$ cat config.mk
export PLATFORM = sky130hd
export DESIGN_NAME = voice_allocator
export DESIGN_NICKNAME = d
export VERILOG_FILES = /design/src/rtl/voice_allocator.sv
export SDC_FILE = /design/constraint.sdc
export NUM_CORES = 1
export LEC_CHECK = 0
export ABC_AREA = 1
export ABC_CLOCK_PERIOD_IN_PS = 5200
export BUFFER_PORTS_ARGS = -buffer_cell sky130_fd_sc_hd__buf_2
export CORE_MARGIN = 4
export CORE_UTILIZATION = 30
export CTS_CLUSTER_SIZE = 8
export DETAILED_ROUTE_END_ITERATION = 6
export MAX_ROUTING_LAYER = met4
export PLACE_DENSITY = 0.52
export SYNTH_ARGS = -nofsm -noshare
export SYNTH_HDL_FRONTEND = slang
export SYNTH_SLANG_ARGS = --single-unit
$ cat constraint.sdc
create_clock -name clk -period 5.2 [get_ports clk]
set_input_delay 1.04 -clock clk [delete_from_list [all_inputs] [get_ports clk]]
set_output_delay 1.04 -clock clk [all_outputs]
set_load 0.03 [all_outputs]
$ cat src/rtl/voice_allocator.sv
// Polyphonic voice allocator: LRU assignment of note events to envelope voices with a forced gate-low gap.
// Define VOICE_STEAL_EN to steal the oldest voice when all are busy; otherwise such note-ons are dropped.
module voice_allocator #(
    parameter int VOICES        = 4,
    parameter int NOTE_W        = 7,
    parameter int RETRIG_CYCLES = 16
) (
    input  logic                     clk,
    input  logic                     rst,
    input  logic                     ev_valid,
    output logic                     ev_ready,
    input  logic                     ev_on,
    input  logic [NOTE_W-1:0]        ev_note,
    output logic [VOICES-1:0]        voice_gate,
    output logic [VOICES*NOTE_W-1:0] voice_note,
    output logic                     dropped
);

    localparam int RW = $clog2(VOICES);
    localparam int CW = 8;

    typedef enum logic {IDLE, COMMIT} ctrl_t;
    typedef enum logic [1:0] {V_FREE, V_ACTIVE, V_RETRIG} vstate_t;

    ctrl_t             state, state_nxt;
    logic              lat_on;
    logic [NOTE_W-1:0] lat_note;

    vstate_t           vst   [VOICES];
    logic [CW-1:0]     vcnt  [VOICES];
    logic [RW-1:0]     vrank [VOICES];
    logic [NOTE_W-1:0] vnote [VOICES];

    logic              hit_any, free_any, take, load, drop;
    logic [RW-1:0]     hit_idx, free_idx, free_rank, sel;
`ifdef VOICE_STEAL_EN
    logic [RW-1:0]     old_idx;
`endif

    // Handshake: an event transfers on a rising edge where ev_valid && ev_ready; ev_ready is
    // high only in IDLE outside reset, so the source must hold the event until that edge.
    always_comb begin
        state_nxt = state;
        ev_ready  = (state == IDLE) && !rst;
        case (state)
            IDLE:    if (ev_valid && ev_ready) state_nxt = COMMIT;
            COMMIT:  state_nxt = IDLE;
            default: state_nxt = IDLE;
        endcase
    end

    always_comb begin
        hit_any   = 1'b0;
        hit_idx   = '0;
        free_any  = 1'b0;
        free_idx  = '0;
        free_rank = '0;
`ifdef VOICE_STEAL_EN
        old_idx   = '0;
`endif
        for (int i = 0; i < VOICES; i++) begin
            if (vst[i] != V_FREE && vnote[i] == lat_note) begin
                hit_any = 1'b1;
                hit_idx = RW'(i);
            end
            // Highest-ranked free voice is the least recently allocated one.
            if (vst[i] == V_FREE && (!free_any || vrank[i] > free_rank)) begin
                free_any  = 1'b1;
                free_idx  = RW'(i);
                free_rank = vrank[i];
            end
`ifdef VOICE_STEAL_EN
            if (vrank[i] == RW'(VOICES - 1)) old_idx = RW'(i);
`endif
        end
    end

    always_comb begin
        take = 1'b0;
        load = 1'b0;
        drop = 1'b0;
        sel  = '0;
        if (lat_on) begin
            if (hit_any) begin
                take = 1'b1;
                sel  = hit_idx;
            end else if (free_any) begin
                take = 1'b1;
                load = 1'b1;
                sel  = free_idx;
            end else begin
`ifdef VOICE_STEAL_EN
                take = 1'b1;
                load = 1'b1;
                sel  = old_idx;
`else
                drop = 1'b1;
`endif
            end
        end
    end

    always_ff @(posedge clk) begin
        if (rst) begin
            state    <= IDLE;
            lat_on   <= 1'b0;
            lat_note <= '0;
            dropped  <= 1'b0;
            for (int i = 0; i < VOICES; i++) begin
                vst[i]   <= V_FREE;
                vcnt[i]  <= '0;
                vrank[i] <= RW'(VOICES - 1 - i);
                vnote[i] <= '0;
            end
        end else begin
            state   <= state_nxt;
            dropped <= (state == COMMIT) && drop;
            if (state == IDLE && ev_valid) begin
                lat_on   <= ev_on;
                lat_note <= ev_note;
            end
            for (int i = 0; i < VOICES; i++) begin
                if (vst[i] == V_RETRIG) begin
                    if (vcnt[i] <= CW'(1)) begin
                        vst[i]  <= V_ACTIVE;
                        vcnt[i] <= '0;
                    end else begin
                        vcnt[i] <= vcnt[i] - CW'(1);
                    end
                end
                // A commit to this voice overrides its own countdown in the same cycle.
                if (state == COMMIT && take) begin
                    if (sel == RW'(i)) begin
                        vst[i]   <= V_RETRIG;
                        vcnt[i]  <= CW'(RETRIG_CYCLES);
                        vrank[i] <= '0;
                        if (load) vnote[i] <= lat_note;
                    end else if (vrank[i] < vrank[sel]) begin
                        vrank[i] <= vrank[i] + RW'(1);
                    end
                end
                if (state == COMMIT && !lat_on && hit_any && hit_idx == RW'(i)) begin
                    vst[i]  <= V_FREE;
                    vcnt[i] <= '0;
                end
            end
        end
    end

    always_comb begin
        voice_gate = '0;
        voice_note = '0;
        for (int i = 0; i < VOICES; i++) begin
            voice_gate[i]                  = (vst[i] == V_ACTIVE);
            voice_note[i*NOTE_W +: NOTE_W] = vnote[i];
        end
    end

endmodule

Word level (Yosys, flattened, before mapping)
Memory sizes are Yosys's and may differ from the RTL's.
Cells that the tools add are included.
Widths: inputs -> output; s select.

word-level totals
  latch bits = 0
  flip-flop bits (word level) = 10
  memories = 4
  bits in writable memories = 76
  ROM bits = 0
  output and inout bits = 34
  bits of input ports = 11
  word-level logic and storage cells = 291

memories
  name   words  width  read ports  clocked after memory_dff  write ports  RTL line  source
  vcnt   4      8      4           0                         4            30        logic [CW-1:0] vcnt [VOICES];
  vnote  4      7      4           0                         4            32        logic [NOTE_W-1:0] vnote [VOICES];
  vrank  4      2      5           0                         4            31        logic [RW-1:0] vrank [VOICES];
  vst    4      2      4           0                         4            29        vstate_t vst [VOICES];

cells by class
  divide/modulo/power cells = 0
  $add $sub $neg = 8
  multipliers = 0
  magnitude comparators = 11
  shifts and indexed selects = 0
  bitwise operators = 41
  reductions and logical operators = 36
  eq/ne operators = 18
  multiplexer cells = 169

operators by type and width
  operator             number
  $mux 8               16
  $mux 1               118
  $mux 2               30
  $or 1x1->1           40
  $le 8x1->1 const B   4
  $sub 8x1->8 const B  4
  $eq 7x7->1           4
  $mux 7               4
  $logic_and 1x1->1    18
  $eq 2x2->1 const B   8
  $eq 2x1->1 const B   6
  $logic_not 2->1      6
  $add 2x1->2 const B  4
  $lt 2x2->1           4
  $reduce_bool 2->1    4
  $gt 2x2->1           3
  $logic_not 1->1      5
  $logic_or 1x1->1     3
  $pmux 1 s2           1
  $not 1->1            1

Depth between registers and ports, before layout
Gate-level depths: netlist of the first run.
An unclocked memory read counts as a cell.

  depth after elaboration = 26
  mapped depth = 37
  mapped depth without buffers = 37

Worst setup path after synthesis of the first run
Ideal clock, no wire load.

  path kind = register to register
  from = mem vst[0][1] (netlist name)
  to = mem vcnt[0][0], enable pin
  library setup time = 0.337 ns
  data required time = 4.863 ns
  arrival = 3.903 ns
  buffers on the path = 0
  stages on the path, launching flop included = 32
  path slack = 0.960 ns
  clock period less this slack = 4.240 ns
  cell sequence = edfxtp_1 > nor2_1 > nand2_1 > ha_1 > inv_1 > nor2_1 > o21ai_0 > a21oi_1 > inv_1 > o21ai_0 > ha_1 > inv_1 > nor2_1 > o21ai_0 > nand2_1 > nand2_1 > nand2_1 > o21ai_0 > ha_1 > inv_1 > nor2_1 > o21ai_0 > o21ai_0 > nand3_1 > nand2_1 > nand2_1 > o21ai_4 > inv_2 > nand2_1 > nor2_2 > inv_2 > nand3_1

RTL lines
  what                RTL line
  start: declaration  29
  end: declaration    30

==> flow_metrics.env, run 1 <==
export IMPL_viasPerCell=4.52
export IMPL_fp_coreArea_sq_um=16800
export IMPL_fin_worst_skew_ns=0.00963
export IMPL_ys_warn_count=0
export IMPL_ys_flop_type="edfxtp_1"
export IMPL_yosys_cell_count_top_type="nand2_1"
export IMPL_max_slew_margin_rel_pct=63.2
export IMPL_syn_avg_cell_area_sq_um=7.89
export IMPL_synth_top_area_share_pct=43.8
export IMPL_cts_buffers=9
export IMPL_cpMaxStageDelayCell="edfxtp_1"
export IMPL_syn_nets=686
export IMPL_antenna_found_initial=0
export IMPL_ys_seq_elements=86
export IMPL_drtAntennaViolNets=0
export IMPL_min_period_over_period_pct=88.6
export IMPL_worst_pin_slew_ns=0.547
export IMPL_dr_pass1_iters=4
export IMPL_critical_path_class="reg2reg"
export IMPL_cts_path_max_buffers=2
export IMPL_root_buffer="clkbuf_16"
export IMPL_top_layer_used="met4"
export IMPL_wl_microns=13000
export IMPL_portBuffers=44
export IMPL_max_clock_freq_mhz=217
export IMPL_worstPathArrival_ns=4.62
export IMPL_floorplan_initialDensity_pct=31.0
export IMPL_hold_viol_final=0
export IMPL_htree_levels=3
export IMPL_grt_max_degree=27
export IMPL_power_density_nw_per_um2=290
export IMPL_status="finished clean"
export IMPL_area_delta_synth_final_pct=15.8
export IMPL_wl_met1_microns=6240
export IMPL_final_cells=938
export IMPL_required_ns=5.21
export IMPL_maxCapViolations=0
export IMPL_dp_hpwl_microns=10000
export IMPL_slew_viol_final=0
export IMPL_wl_met2_microns=6120
export IMPL_fillers=1803
export IMPL_die_area_sq_um=19600
export IMPL_drive_gt1_share_pct=15.2
export IMPL_cts_tree="done"
export IMPL_die_h_microns=140
export IMPL_hold_slack_ns=0.597
export IMPL_setup_tns_final_ns=0
export IMPL_cts_resized=0
export IMPL_clock_sinks=86
export IMPL_synthCells=661
export IMPL_cts_setup_buffers=0
export IMPL_ys_async_sr_fraction_pct=0
export IMPL_slowest_delay_ns=0.46
export IMPL_n_antenna_cell=0
export IMPL_grt_pass1_vias=4034
export IMPL_p_leak_nw=2.75
export IMPL_gp_congestion=0.869
export IMPL_synth_area_sq_um=5220
export IMPL_drc=0
export IMPL_io_pins=45
export IMPL_wl_per_cell_microns=13.9
export IMPL_die_w_microns=140
export IMPL_rows=47
export IMPL_hold_buffers=0
export IMPL_rsz0062_at_grt="no"
export IMPL_placedCellCount=922
export IMPL_crit_top_cell="nand2_1"
export IMPL_synth_area_leaders="edfxtp_1 44%, nand2_1 11%, nor2_1 8.7%"
export IMPL_ir_worst_vdd_mv=0.144
export IMPL_period_needed_ns=4.61
export IMPL_synth_cell_types=33
export IMPL_drt_iter0_markers=212
export IMPL_met3_wirelength_microns=409
export IMPL_finalSetupViolations=0
export IMPL_end_kind="flop"
export IMPL_globalRouteOverflowTotal=0
export IMPL_track_usage_pct=14.2
export IMPL_clkTransAtPathRegs_ns=0.06
export IMPL_nets=738
export IMPL_cp_max_fo=8
export IMPL_synth_commonest_cells="149 x nand2_1, 121 x nor2_1, 94 x inv_1"
export IMPL_clock_latency_ns=0.35
export IMPL_vias=4242
export IMPL_synth_top_cell_by_area="edfxtp_1"
export IMPL_hp_class="reg2reg"
export IMPL_cp_start_kind="flop"
export IMPL_grt_pass1_wl_microns=21200
export IMPL_synth_edff_count=76
export IMPL_yosysSeqAreaShare_pct=47.6
kinds of logic after synthesis:
kind of cell / share of synthesized area, %
and+or+nand+nor: 31.2
buffers and inverters: 8.13
DFF: 47.6
AOI/OAI and AO/OA: 5.52
xor gates and xnor gates: 4.20
adders and majority gates: 3.36
registers in the layout (all words and copies together) (netlist names):
register and flops:
vcnt 32, vnote 28, vrank 8, vst 8, lat_note 7, dropped 1
lat_on 1, state 1
worst paths after layout:
path	startpoint	depth (start not counted)	endpoint	slack (ns)
setup / recovery	vst[0][1]$_SDFFCE_PP0P_	31	vcnt[2][1]$_SDFFCE_PP0P_	0.59
hold / removal	vcnt[0][0]$_SDFFCE_PP0P_	1	vcnt[0][0]$_SDFFCE_PP0P_	0.60
setup reg to reg	vst[0][1]$_SDFFCE_PP0P_	31	vcnt[2][1]$_SDFFCE_PP0P_	0.59
hold reg to reg	vcnt[0][0]$_SDFFCE_PP0P_	1	vcnt[0][0]$_SDFFCE_PP0P_	0.60
cell usage in the layout, fill, tap and decap left out:
| cell type | synthesis | routed |
|---|---|---|
| nand2_1 | 149 | 148 |
| nor2_1 | 121 | 120 |
| inv_1 | 94 | 94 |
| edfxtp_1 | 76 | 76 |
| nand3_1 | 51 | 49 |
| buf_2 | 0 | 44 |
| a21oi_1 | 21 | 21 |
| o21ai_0 | 20 | 18 |
| xor2_1 | 15 | 15 |
| inv_2 | 14 | 14 |
| ha_1 | 14 | 14 |
| nor3_1 | 13 | 13 |
| xnor2_1 | 10 | 10 |
| nand2_2 | 9 | 10 |
| dfxtp_1 | 10 | 10 |
| clkbuf_16 | 0 | 9 |
| or2_2 | 7 | 7 |
| nor2_4 | 4 | 5 |
| nand3_2 | 3 | 5 |
| o21ai_1 | 2 | 4 |
| clkinv_2 | 0 | 4 |
| nand4_1 | 3 | 3 |
| o2111ai_1 | 3 | 3 |
| nor4_1 | 3 | 3 |
| nor2_2 | 2 | 2 |
| nand2_4 | 2 | 2 |
| o31ai_1 | 2 | 2 |
| o211ai_1 | 2 | 2 |
| or3_1 | 2 | 2 |
| bufinv_16 | 0 | 2 |
| nor3_2 | 1 | 1 |
| o21ai_4 | 1 | 1 |
| clkinv_1 | 1 | 1 |
| nor3b_1 | 1 | 1 |
| nor3_4 | 1 | 1 |
| clkinv_4 | 0 | 1 |
| buf_4 | 0 | 1 |
metal layers:
layer  up-vias  global-route usage, %
met5         -                      -
met2        55                   21.9
met3        14                   3.22
met1      1934                   18.2
met4         0                   5.25
li1       2239                      -
where the power goes:
| group | total [mW] | internal, mW | switching (mW) |
|---|---|---|---|
| clock | 0.682 | 0.418 | 0.264 |
| combinational | 0.247 | 0.0775 | 0.170 |
| sequential | 0.822 | 0.787 | 0.0345 |
final cells by class:
class	instances	area [sq um]	area share, %
clock buffers	9	225	3.73
clock inverters	7	88.8	1.47
inverters	109	409	6.78
multi-input cells	462	2330	38.6
flip-flops and latches	86	2480	41.1
well taps	220	275	4.56
repair buffers	45	228	3.77
worst max-delay path, delay by kind of cell, from the launching register on:
family | cells | cell delay (ns)
buffers and inverters | 5 | 0.33
flip-flops | 1 | 0.46
AND/OR/NAND/NOR | 16 | 1.73
AO/OA/AOI/OAI | 7 | 0.89
adder cells (fa/ha/maj) | 3 | 0.85
metrics by stage:
stage	instance area [sq um]	worst slack [ns]	utilization (%)	power, mW
5_1_grt	6040	0.0635	35.9	1.85
4_1_cts	6020	0.286	35.8	1.78
6_report	6040	0.594	35.9	1.75
2_1_floorplan	5220	0.960	-	1.01
3_3_place_gp	5700	0.385	33.9	1.08
3_5_place_dp	5700	0.317	33.9	1.08
(Power assumes the default switching activity.)
==> run 2, diff against run 1 <==
--- a/config.mk
+++ b/config.mk
@@ -6,10 +6,11 @@
 export NUM_CORES = 1
 export LEC_CHECK = 0
 export ABC_AREA = 1
-export ABC_CLOCK_PERIOD_IN_PS = 5200
+export ABC_CLOCK_PERIOD_IN_PS = 5250
 export BUFFER_PORTS_ARGS = -buffer_cell sky130_fd_sc_hd__buf_2
 export CORE_MARGIN = 4
 export CORE_UTILIZATION = 30
+export CTS_CLUSTER_DIAMETER = 50
 export CTS_CLUSTER_SIZE = 8
 export DETAILED_ROUTE_END_ITERATION = 6
 export MAX_ROUTING_LAYER = met4
==> constraint.sdc (replaced) <==
create_clock -name clk -period 5.25 [get_ports clk]
set_input_delay 1.05 -clock clk [delete_from_list [all_inputs] [get_ports clk]]
set_output_delay 1.05 -clock clk [all_outputs]
set_load 0.03 [all_outputs]
==> run 2 against run 1 <==
Net effect: global-route usage decreased by 0.24 points; flip-flop and latch count unchanged; register-to-register slack got worse by 0.02 ns; critical path type unchanged; clock skew about the same.
==> flow_metrics.env, run 2 (same netlist as run 1, synthesis figures left out) <==
export IMPL_worst_pin_slew_ns=0.540
export IMPL_ir_worst_vdd_mv=0.230
export IMPL_root_buffer="clkbuf_16"
export IMPL_track_usage_pct=13.9
export IMPL_p_leak_nw=2.76
export IMPL_largest_reg_flops=32
export IMPL_cp_start_kind="flop"
export IMPL_r2r_end="vrank[1][1]$_SDFFCE_PN1P_"
export IMPL_power_density_nw_per_um2=303
export IMPL_floorplan_initialDensity_pct=31.0
export IMPL_worstPathArrival_ns=4.73
export IMPL_critical_path_class="reg2reg"
export IMPL_r2r_start="vst[0][1]$_SDFFCE_PP0P_"
export IMPL_cts_setup_buffers=0
export IMPL_globalRouteOverflowTotal=0
export IMPL_hold_path_end="vcnt[0][0]$_SDFFCE_PP0P_"
export IMPL_max_clock_freq_mhz=214
export IMPL_finalSetupViolations=0
export IMPL_die_h_microns=140
export IMPL_cp_max_fo=8
export IMPL_viasPerCell=4.56
export IMPL_final_area_sq_um=6100
export IMPL_cts_tree="done"
export IMPL_reg_top3="vcnt x32, vnote x28"
export IMPL_max_slew_margin_rel_pct=63.6
export IMPL_min_period_over_period_pct=89.0
export IMPL_clock_sinks=86
export IMPL_hold_buffers=0
export IMPL_holdPathStages=1
export IMPL_gp_congestion=0.870
export IMPL_vias=4280
export IMPL_cpMaxStageDelayCell="edfxtp_1"
export IMPL_n_antenna_cell=0
export IMPL_fp_coreArea_sq_um=16800
export IMPL_wl_per_cell_microns=13.6
export IMPL_grt_pass1_vias=4024
export IMPL_slew_viol_final=0
export IMPL_wl_microns=12800
export IMPL_cts_path_max_buffers=2
export IMPL_htree_levels=3
export IMPL_dp_hpwl_microns=9840
export IMPL_worstHoldStart="vcnt[0][0]$_SDFFCE_PP0P_"
export IMPL_slowest_delay_ns=0.46
export IMPL_dr_pass1_iters=4
export IMPL_die_w_microns=140
export IMPL_hp_class="reg2reg"
export IMPL_rsz0062_at_grt="no"
export IMPL_maxCapViolations=0
export IMPL_reg2reg_depth=33
export IMPL_status="finished clean"
export IMPL_final_cell_mix="147 x nand2_1, 120 x nor2_1, 94 x inv_1"
export IMPL_drive_gt1_share_pct=15.5
export IMPL_drt_iter0_markers=184
export IMPL_area_delta_synth_final_pct=17.0
export IMPL_setup_tns_final_ns=0
export IMPL_io_pins=45
export IMPL_nets=738
export IMPL_drc=0
export IMPL_end_kind="flop"
export IMPL_fin_worst_skew_ns=0.0100
export IMPL_portBuffers=44
export IMPL_die_area_sq_um=19600
export IMPL_place_area_sq_um=5700
export IMPL_clock_latency_ns=0.35
export IMPL_grt_pass1_wl_microns=21000
export IMPL_rows=47
export IMPL_hold_viol_final=0
export IMPL_period_needed_ns=4.67
export IMPL_r2r_slack_ns=0.58
export IMPL_grt_max_degree=27
export IMPL_antenna_found_initial=0
export IMPL_clkTransAtPathRegs_ns=0.06
export IMPL_layout_commonest_cell="nand2_1"
export IMPL_regMostFlops="vcnt"
export IMPL_drtAntennaViolNets=0
export IMPL_required_ns=5.30
export IMPL_cts_buffers=9
-- run 2: cell count changes in the layout (fill, tap and decap cells not counted) --
cell | before | now
a21oi_1 | 21 | 20
a21oi_2 | 0 | 1
bufinv_16 | 2 | 4
clkinv_2 | 4 | 0
clkinvlp_4 | 0 | 1
inv_6 | 0 | 1
nand2_1 | 148 | 147
nand2_2 | 10 | 11
o21ai_0 | 18 | 19
o21ai_1 | 4 | 3
-- run 2: where the power goes --
group | switching (mW) | internal (mW)
combinational | 0.167 | 0.0770
clock | 0.273 | 0.515
sequential | 0.0344 | 0.780
-- run 2: area by class of cell --
class	instances	area [sq um]
tap	220	275
clock inverter	7	145
clock buffer	9	225
inverter	109	409
sequential	86	2480
timing repair buffer	45	228
multi-input combinational	462	2340
fill	1790	10700
-- run 2: worst max path at each step --
stage / startpoint / endpoint / slack, ns / cells past startpoint
after floorplan: vst[0][1]$_SDFFCE_PP0P_ / vcnt[0][0]$_SDFFCE_PP0P_ / 1.01 / 31
after global placement: vst[0][1]$_SDFFCE_PP0P_ / vcnt[0][1]$_SDFFCE_PP0P_ / 0.43 / 31
after detailed placement: vst[0][1]$_SDFFCE_PP0P_ / vcnt[0][1]$_SDFFCE_PP0P_ / 0.28 / 31
after CTS: vst[0][1]$_SDFFCE_PP0P_ / vcnt[0][0]$_SDFFCE_PP0P_ / 0.24 / 31
after global routing: vst[0][1]$_SDFFCE_PP0P_ / vrank[1][1]$_SDFFCE_PN1P_ / 0.01 / 33
final: vst[0][1]$_SDFFCE_PP0P_ / vrank[1][1]$_SDFFCE_PN1P_ / 0.58 / 33
-- run 2: layer usage --
| layer | up-vias | track usage, % | wire length, microns |
|---|---|---|---|
| met5 | - | - | 0 |
| met4 | 0 | 5.10 | 269 |
| met3 | 19 | 3.16 | 512 |
| met2 | 83 | 21.5 | 5940 |
| met1 | 1950 | 17.9 | 6060 |
| li1 | 2228 | - | - |
-- run 2: timing repair --
item,in CTS,in global routing
setup endpoints to repair,0,108
resized for setup,0,8
hold endpoints to repair,0,0
-- run 2: per-stage QoR --
step	hold WS (ns)	worst slack [ns]	total power [mW]	std cells	utilization, %
6_report	0.595	0.576	1.85	938	36.3
5_1_grt	0.620	0.0122	1.94	938	36.3
4_1_cts	0.599	0.243	1.87	938	36.1
3_5_place_dp	0.591	0.280	1.07	922	33.9
3_3_place_gp	0.580	0.434	1.07	922	33.9
2_1_floorplan	0.485	1.01	1.00	661	-
-- run 2: critical path: cells and delay by family, from the launching register on --
kind,cells,cell delay (ns)
DFF,1,0.46
adders and majority gates,3,0.87
AOI/OAI and AO/OA,7,0.97
and+or+nand+nor,18,1.77
buffers and inverters,5,0.34
==> run 3, diff against run 2 <==
--- a/config.mk
+++ b/config.mk
@@ -10,7 +10,8 @@
 export BUFFER_PORTS_ARGS = -buffer_cell sky130_fd_sc_hd__buf_2
 export CORE_MARGIN = 4
 export CORE_UTILIZATION = 30
-export CTS_CLUSTER_DIAMETER = 50
+export CTS_BUF_LIST = sky130_fd_sc_hd__clkbuf_8
+export CTS_CLUSTER_DIAMETER = 200
 export CTS_CLUSTER_SIZE = 8
 export DETAILED_ROUTE_END_ITERATION = 6
 export MAX_ROUTING_LAYER = met4
==> run 3 against run 2 <==
Net effect: worst hold slack gained 0.0021 ns; utilization shrank 0.64 points; die area is the same; global-route usage shrank 0.12 points; flip-flop and latch count is the same; routed wire length shrank 0.12%; final area shrank 1.8%; register-to-register slack lost 0.04 ns; critical path depth shrank 2; critical path type unchanged; critical endpoint is now vcnt[2][0]$_SDFFCE_PP0P_; highest routed layer unchanged.
==> flow_metrics.env, run 3 (same netlist as run 1, synthesis figures left out) <==
export IMPL_grt_max_degree=27
export IMPL_max_clock_freq_mhz=212
export IMPL_area_delta_synth_final_pct=14.9
export IMPL_hp_class="reg2reg"
export IMPL_final_cells=938
export IMPL_required_ns=5.29
export IMPL_status="finished clean"
export IMPL_ir_worst_vdd_mv=0.200
export IMPL_drive_gt1_share_pct=15.2
export IMPL_die_w_microns=140
export IMPL_n_antenna_cell=0
export IMPL_clock_sinks=86
export IMPL_die_h_microns=140
export IMPL_max_slew_margin_rel_pct=63.5
export IMPL_fin_util_pct=35.6
export IMPL_final_cell_mix="148 x nand2_1, 120 x nor2_1, 94 x inv_1"
export IMPL_reg_top3="vcnt x32, vnote x28"
export IMPL_htree_levels=3
export IMPL_path_buf_inv=5
export IMPL_place_area_sq_um=5700
export IMPL_root_buffer="clkbuf_8"
export IMPL_grt_pass1_wl_microns=20900
export IMPL_hold_slack_ns=0.597
export IMPL_dp_slack_ns=0.280
export IMPL_globalRouteOverflowTotal=0
export IMPL_drtAntennaViolNets=0
export IMPL_track_usage_pct=13.8
export IMPL_maxCapViolations=0
export IMPL_critical_path_class="reg2reg"
export IMPL_finalSetupViolations=0
export IMPL_fin_ws_ns=0.531
export IMPL_wl_microns=12800
export IMPL_clock_latency_ns=0.37
export IMPL_power_density_nw_per_um2=280
export IMPL_placedCellCount=922
export IMPL_clkTransAtPathRegs_ns=0.09
export IMPL_slew_viol_final=0
export IMPL_regMostFlops="vcnt"
export IMPL_wl_per_cell_microns=13.6
export IMPL_floorplan_initialDensity_pct=31.0
export IMPL_hold_viol_final=0
export IMPL_vias=4235
export IMPL_fin_total_pwr_mw=1.68
export IMPL_path_delay_family="simple AND/OR/NAND/NOR gates"
export IMPL_final_area_sq_um=5990
export IMPL_grt_pass1_vias=4000
export IMPL_die_area_sq_um=19600
export IMPL_period_needed_ns=4.72
export IMPL_portBuffers=44
export IMPL_fin_worst_skew_ns=0.0160
export IMPL_layout_commonest_cell="nand2_1"
export IMPL_largest_reg_flops=32
export IMPL_cts_buffers=9
export IMPL_cp_max_fo=8
export IMPL_fp_coreArea_sq_um=16800
export IMPL_gp_congestion=0.870
export IMPL_drc=0
export IMPL_cts_tree="done"
export IMPL_antenna_found_initial=0
export IMPL_cts_path_max_buffers=2
export IMPL_hold_buffers=0
export IMPL_setup_tns_final_ns=0
export IMPL_end_kind="flop"
export IMPL_dr_pass1_iters=4
export IMPL_nets=738
export IMPL_drt_iter0_markers=190
export IMPL_io_pins=45
export IMPL_slowest_delay_ns=0.47
export IMPL_p_leak_nw=2.72
export IMPL_worstPathArrival_ns=4.76
export IMPL_viasPerCell=4.51
export IMPL_cpMaxStageDelayCell="edfxtp_1"
export IMPL_min_period_over_period_pct=89.9
export IMPL_cp_start_kind="flop"
export IMPL_rows=47
export IMPL_worst_pin_slew_ns=0.543
export IMPL_dp_hpwl_microns=9840
run 3: changes by cell type in the layout (fill, tap and decap cells not counted):
cell	delta
a21oi_1	+1
a21oi_2	-1
nand2_1	+1
clkbuf_8	+9
clkbuf_16	-9
nand2_2	-1
run 3: area by class of cell:
| type | instances | area (sq um) |
|---|---|---|
| Clock buffer | 9 | 124 |
| Inverter | 109 | 409 |
| Multi-Input combinational cell | 462 | 2330 |
| Sequential cell | 86 | 2480 |
| Fill cell | 1798 | 10800 |
| Clock inverter | 7 | 145 |
| Tap cell | 220 | 275 |
| Timing Repair Buffer | 45 | 228 |
run 3: worst register-to-register path: cells and delay by family (launching register included):
family	cells	cell delay, ns
and+or+nand+nor	16	1.78
AOI/OAI and AO/OA	7	0.97
adders and majority gates	3	0.87
DFF	1	0.47
buffers and inverters	5	0.33
run 3: layer usage:
metal / global-route usage [%] / vias up / routed length, microns
li1: - / 2230 / -
met1: 18.0 / 1922 / 6090
met2: 21.5 / 71 / 5930
met3: 3.09 / 12 / 529
met4: 4.28 / 0 / 214
met5: - / - / 0
run 3: what timing repair did:
action | CTS | global route
endpoints found under the setup margin | 0 | 107
buffers inserted | 0 | 0
gates resized for setup | 0 | 6
run 3: final timing paths:
check,from,endpoint,slack [ns],cells after the start
min reg2reg,vcnt[0][0]$_SDFFCE_PP0P_,vcnt[0][0]$_SDFFCE_PP0P_,0.60,1
max,vst[0][1]$_SDFFCE_PP0P_,vcnt[2][0]$_SDFFCE_PP0P_,0.53,31
min,vcnt[0][0]$_SDFFCE_PP0P_,vcnt[0][0]$_SDFFCE_PP0P_,0.60,1
max reg2reg,vst[0][1]$_SDFFCE_PP0P_,vcnt[2][0]$_SDFFCE_PP0P_,0.53,31
run 3: report_power, final:
group          switching (mW)  internal [mW]  total (mW)
clock                   0.253          0.366       0.620
combinational           0.166         0.0768       0.243
sequential             0.0344          0.779       0.813
